## src/rtl/pe_mac9.sv

```systemverilog
// pe_mac9: 3x3 conv PE, 9 signed int8 MACs + bias, arithmetic shift, clip/activate to int8
//   Ports: clk, reset (async active-low), in/weight (9 packed int8, tap0 in MSB byte),
//   bias (signed), bound_level (clip mode), step (shift 0..7), en -> out (int8), out_en.
//   Two-stage pipeline: products captured on the en edge, result one edge later.
//   Build option PE_ROUND_EN: round half up before the shift (default: floor shift).
module pe_mac9 #(
    parameter int DATA_W = 8,
    parameter int N      = 9,
    parameter int BIAS_W = 16,
    parameter int ACC_W  = 21
) (
    input  logic                clk,
    input  logic                reset,
    input  logic [N*DATA_W-1:0] in,
    input  logic [N*DATA_W-1:0] weight,
    input  logic [BIAS_W-1:0]   bias,
    input  logic [1:0]          bound_level,
    input  logic [2:0]          step,
    input  logic                en,
    output logic [DATA_W-1:0]   out,
    output logic                out_en
);
    localparam int PROD_W = 2 * DATA_W;

    logic signed [PROD_W-1:0] prod_r [N];
    logic signed [BIAS_W-1:0] bias_r;
    logic [1:0]               mode_r;
    logic [2:0]               step_r;
    logic                     v_r;

    logic signed [ACC_W-1:0]  acc, sh, lo, hi;
    logic [DATA_W-1:0]        clip;

    always_ff @(posedge clk or negedge reset) begin
        if (!reset) begin
            for (int i = 0; i < N; i++) prod_r[i] <= '0;
            bias_r <= '0;
            mode_r <= '0;
            step_r <= '0;
            v_r    <= 1'b0;
        end else begin
            v_r <= en;
            if (en) begin
                for (int i = 0; i < N; i++)
                    prod_r[i] <= $signed(in[(N-1-i)*DATA_W +: DATA_W]) * $signed(weight[(N-1-i)*DATA_W +: DATA_W]);
                bias_r <= $signed(bias);
                mode_r <= bound_level;
                step_r <= step;
            end
        end
    end

    // Accumulator is wide enough for nine full-scale products plus bias, so the sum is exact
    // and saturation below compares the true value.
    always_comb begin
        acc = ACC_W'(bias_r);
        for (int i = 0; i < N; i++) acc = acc + ACC_W'(prod_r[i]);
`ifdef PE_ROUND_EN
        acc = acc + ((step_r != 3'd0) ? (ACC_W'(1) <<< (step_r - 3'd1)) : ACC_W'(0));
`endif
        sh   = acc >>> step_r;
        lo   = (mode_r == 2'b01) ? ACC_W'(-128) : ACC_W'(0);
        hi   = mode_r[1] ? ACC_W'(63) : ACC_W'(127);
        clip = (mode_r == 2'b11) ? sh[DATA_W-1:0] :
               (sh < lo)         ? lo[DATA_W-1:0] :
               (sh > hi)         ? hi[DATA_W-1:0] : sh[DATA_W-1:0];
    end

    always_ff @(posedge clk or negedge reset) begin
        if (!reset) begin
            out    <= '0;
            out_en <= 1'b0;
        end else begin
            out_en <= v_r;
            if (v_r) out <= clip;
        end
    end
endmodule

```

## config.mk

```make
export PLATFORM = sky130hd
export DESIGN_NAME = pe_mac9
export DESIGN_NICKNAME = d
export VERILOG_FILES = /design/src/rtl/pe_mac9.sv
export SDC_FILE = /design/constraint.sdc
export NUM_CORES = 2
export LEC_CHECK = 0
export ABC_AREA = 1
export CAP_MARGIN = 15
export CORE_ASPECT_RATIO = 1.4
export CORE_UTILIZATION = 60
export CTS_BUF_LIST = sky130_fd_sc_hd__clkbuf_8
export CTS_CLUSTER_SIZE = 16
export DETAILED_ROUTE_END_ITERATION = 10
export PLACE_DENSITY = 0.8
export SKIP_LAST_GASP = 1
export SLEW_MARGIN = 20
export SYNTH_ARGS = -nofsm -noshare
export SYNTH_HDL_FRONTEND = slang
export SYNTH_SLANG_ARGS = --single-unit
export TNS_END_PERCENT = 30
```

## constraint.sdc

```tcl
create_clock -name clk -period 9.4 [get_ports clk]
set_input_delay 2.82 -clock clk [delete_from_list [all_inputs] [get_ports clk]]
set_output_delay 2.82 -clock clk [all_outputs]
set_load 0.005 [all_outputs]
```

* Word level (Yosys, flattened, before mapping) *
Index checks and enable logic that the tools add are counted.
W data, S select, Z words.

word-level totals
  bits in registers = 175
  input port bits = 168
  word-level logic and storage cells = 43

cells by class
  $add $sub $neg = 9
  multiply operators = 9
  $lt $le $gt $ge = 2
  eq/ne operators = 2
  shifts and indexed selects = 1
  muxes and demuxes = 5

operators by type and width
  cell                  count
  $mul A8 B8 Y16        9
  $add A21 B16 Y21      4
  $mux W8               3
  $add A20 B16 Y21      1
  $gt A21 B8 Y1         1
  $lt A21 B21 Y1        1
  $mux W21              1
  $sshr A21 B3 Y21      1
  $add A19 B16 Y20      1
  $add A18 B16 Y19      1
  $add A17 B16 Y18      1
  $add A16 B16 Y17      1
  $mux W7               1
  $eq A2 B1 Y1 const B  1
  $eq A2 B2 Y1 const B  1

* Logic depth before layout (Yosys ltp) *
  depth after elaboration = 14
  mapped depth = 40
  depth with buffers taken out = 40

* Least setup slack after synthesis *
No wires, ideal clock.

  kind = in2reg
  start = in in[3]
  end = reg prod_r[15] in the netlist's numbering
  setup time = 0.135 ns
  arrival time = 6.977 ns
  data required time = 9.265 ns
  path slack = 2.288 ns
  stages on the path = 24
  cells stage by stage = clkbuf_1 > nand2_1 > inv_1 > fa_1 > inv_1 > fa_1 > fa_1 > fa_1 > inv_1 > ha_1 > nand2_1 > nor2_1 > a211oi_1 > o21ai_0 > a21o_1 > a21oi_1 > inv_1 > a21oi_1 > nor2_1 > o21ai_0 > nand2_1 > a21oi_1 > xor2_1 > o21ai_0

on the way
  longest elaborated chain between the ends = 1

ends and longest elaborated chain
  what                           RTL line  source
  start, declared                14        input logic [N*DATA_W-1:0] in,
  $mul A8 B8 Y16                 45        prod_r[i] <= $signed(in[(N-1-i)*DATA_W +: DATA_W]) * $signed(weight[(N-1-i)*DATA_W +: DATA_W]);
  end signal, assigned by index  45
  end, declared                  25        logic signed [PROD_W-1:0] prod_r [N];

No other way between the ends.
A chain may end at the register's enable or synchronous reset.

* Worst setup path in the final report *
Same ends and word-level chain as after synthesis.

==> run_results.csv <==
group,metric,value,unit
drt,wl,77.6,mm
placed_design,gp_congestion,0.995,
critical_path,worstPathMaxFanout,8,
critical_path,worstSetupPathType,"input port to flip-flop",
yosys,synth_seq_cells,175,
clocking,cts_max_level,4,
drt,route.met2.wl,41.9,mm
critical_path,critPathCaptureType,"flip-flop",
yosys,synth.distinct_cells,40,
critical_path,crit_arrival,7840,ps
drt,drt_iter0_drc,1536,
yosys,ys_warn_count,0,
grt,grt_max_degree,130,
grt,antenna_found_initial,0,
final_layout,fin_area,0.0368,mm²
sta,finalHoldViolCount,0,
clocking,cts_buffer_depth,2,
drt,wl_met1,29.6,mm
floorplanning,die_h,285,µm
grt,grt_overflow,0,
sta,period_share,0.799,
run,maxCapViolations,0,
sta,skew,18.0,ps
clocking,postCtsHoldBufs,0,
drt,first_pass_iters,6,
floorplanning,core_area,0.0566,mm²
final_layout,fin_nets,5401,
clocking,cts.sinks,175,
floorplanning,initial_core_util,0.608,
yosys,avgSynthCellArea,8.02,µm²
clocking,clk_latency,510,ps
clocking,numCtsBuffers,17,
yosys,synth.net_count,5385,
sta,tns,0,ps
clocking,postCtsSetupRepairBufs,0,
yosys,synth_top_cell_area_share,0.365,
sta,finalCriticalPeriod,7510,ps
clocking,cts.clk_slew.worst_paths,100,ps
grt,groute.usage.overall,0.287,
hold_path,hold_path.class,"flip-flop to flip-flop",
sta,fmax,0.133,GHz
placed_design,io_buffer_count,176,
drt,drc,0,
floorplanning,io_pins,177,
clocking,cts_root_buf,"clkbuf_8",
grt,grt_pass1_wl,132,mm
critical_path,cp_data_required_time,9740,ps
sta,rsz0062_at_grt,"false",
drt,wl_per_cell,15.4,µm
sta,maxSlewHeadroom,0.372,
clocking,tritoncts,"done",
clocking,cts_resized,0,
drt,avgViaCountPerCell,5.09,
yosys,synth_area,0.0344,mm²
yosys,synth_top_area_cell,"fa_1",
drt,vias,25700,
final_layout,area_growth_syn_to_layout,7.02,%
sta,final-max-slew-violation-count,0,
critical_path,start_kind,"input port",
sta,tightest_slew,941,ps
drt,antenna_left,0,
placed_design,pre_cts_slack,1400,ps
drt,dr.max_layer_used,"met4",
drt,dr_wl_met3,2.44,mm
grt,grt_pass1_vias,27400,
placed_design,post-dp-hpwl,67.5,mm
floorplanning,dieArea,0.0583,mm²
sta,worst_slack,1890,ps
yosys,netlist_instances,4291,
floorplanning,rows,103,
final_layout,diodes,0,
sta,finalSetupViolCount,0,
run_status,status,"finished, final reports clean",
final_layout,layout-drive-gt1-share,0.0366,
placed_design,dpl-instance-area,0.0364,mm²
yosys,synth_area_leaders,"fa_1, inv_1, dfrtp_1",
floorplanning,die_w,204,µm
yosys,ys_seq_area_frac,0.127,
[final cells by class]
cell class                 instances  area [µm²]
clock buffer                      18         248
clock inverter                    14         145
fill                            4861       19800
inverter                        1225        4610
multi-input combinational       2707       24700
sequential                       175        4380
tap                              735         920
timing repair buffer             181        1800
[layout by cell type (no fill, tap or decap), types with 18 or more instances in the layout]
cell and instances:
nand3_1 114, xor2_1 64, nand2_1 1029, inv_1 1218, nor2_1 70, dfrtp_1 175
or2_2 62, clkbuf_8 18, a21oi_1 93, fa_1 628, ha_1 298, o21ai_0 157
clkdlybuf4s50_1 174, xnor2_1 75
[registers in the layout, indices dropped and copies added (netlist names)]
| signal | flops |
|---|---|
| v_r | 1 |
| out | 8 |
| mode_r | 2 |
| bias_r | 16 |
| prod_r | 144 |
| step_r | 3 |
| out_en | 1 |
[routing by layer]
metal,up-vias,GRT usage
met4,0,0.123
met5,-,0
met2,529,0.528
met1,12700,0.339
li1,12300,-
met3,148,0.0230
[worst max-delay path, stage by stage]
cell and delay [ps]:
clkdlybuf4s50_1 590, nand2_1 140, inv_1 60, fa_1 410, inv_1 70, fa_1 430
fa_1 510, fa_1 490, inv_1 50, ha_1 320, nand2_1 80, nor2_1 40
a211oi_1 300, o21ai_0 210, a21o_1 190, a21oi_1 200, inv_1 60, a21oi_1 130
nor2_1 60, o21ai_0 200, nand2_1 70, a21oi_1 160, xor2_1 160, o21ai_0 90
[logic make-up after synthesis]
family / after synthesis / synth area share
adders and majority gates: 926 / 0.474
muxes: 2 / 0.000582
and+or+nand+nor: 1340 / 0.162
xor gates and xnor gates: 139 / 0.0354
AOI/OAI and AO/OA: 300 / 0.0467
buffers and inverters: 1409 / 0.154
DFF: 175 / 0.127
[cell usage after synthesis, drive strengths merged]
| cell | instances |
|---|---|
| mux2i | 2 |
| nand3b | 4 |
| a211oi | 7 |
| a21oi | 95 |
| nand3 | 131 |
| ha | 298 |
| o311ai | 1 |
| nand4 | 8 |
| o21a | 2 |
| a21o | 5 |
| o211ai | 1 |
| nor2 | 82 |
| fa | 628 |
| a31oi | 4 |
| and2 | 1 |
| nor3 | 6 |
| dfrtp | 175 |
| o31ai | 8 |
| buf | 11 |
| xor2 | 64 |
| inv | 1225 |
| o21ai | 167 |
| o21bai | 10 |
| nand2 | 1046 |
| or2 | 62 |
| clkbuf | 173 |
| xnor2 | 75 |
[path summary, 6_finish.rpt]
check,start,to,slack [ps],depth (start not counted)
worst max-delay path,in[3],prod_r[15]$_DFFE_PN0P_,1890,24
worst min-delay path,out[1]$_DFFE_PN0P_,out[1]$_DFFE_PN0P_,490,2
worst max register to register,prod_r[111]$_DFFE_PN0P_,out[6]$_DFFE_PN0P_,2620,37
worst min register to register,out[1]$_DFFE_PN0P_,out[1]$_DFFE_PN0P_,490,2
max in group asynchronous,reset,prod_r[142]$_DFFE_PN0P_,5890,2
min in group asynchronous,reset,bias_r[2]$_DFFE_PN0P_,2210,1
[metrics by stage]
step,utilization,hold slack (ps),instances
2_1_floorplan,-,349,4291
3_3_place_gp,0.644,466,5023
3_5_place_dp,0.644,468,5023
4_1_cts,0.651,494,5055
5_1_grt,0.651,508,5055
6_report,0.651,489,5055
Power is left out: the tool's default activity adds up to more than one toggle a clock period on the data nets, which glitch-free logic cannot reach.
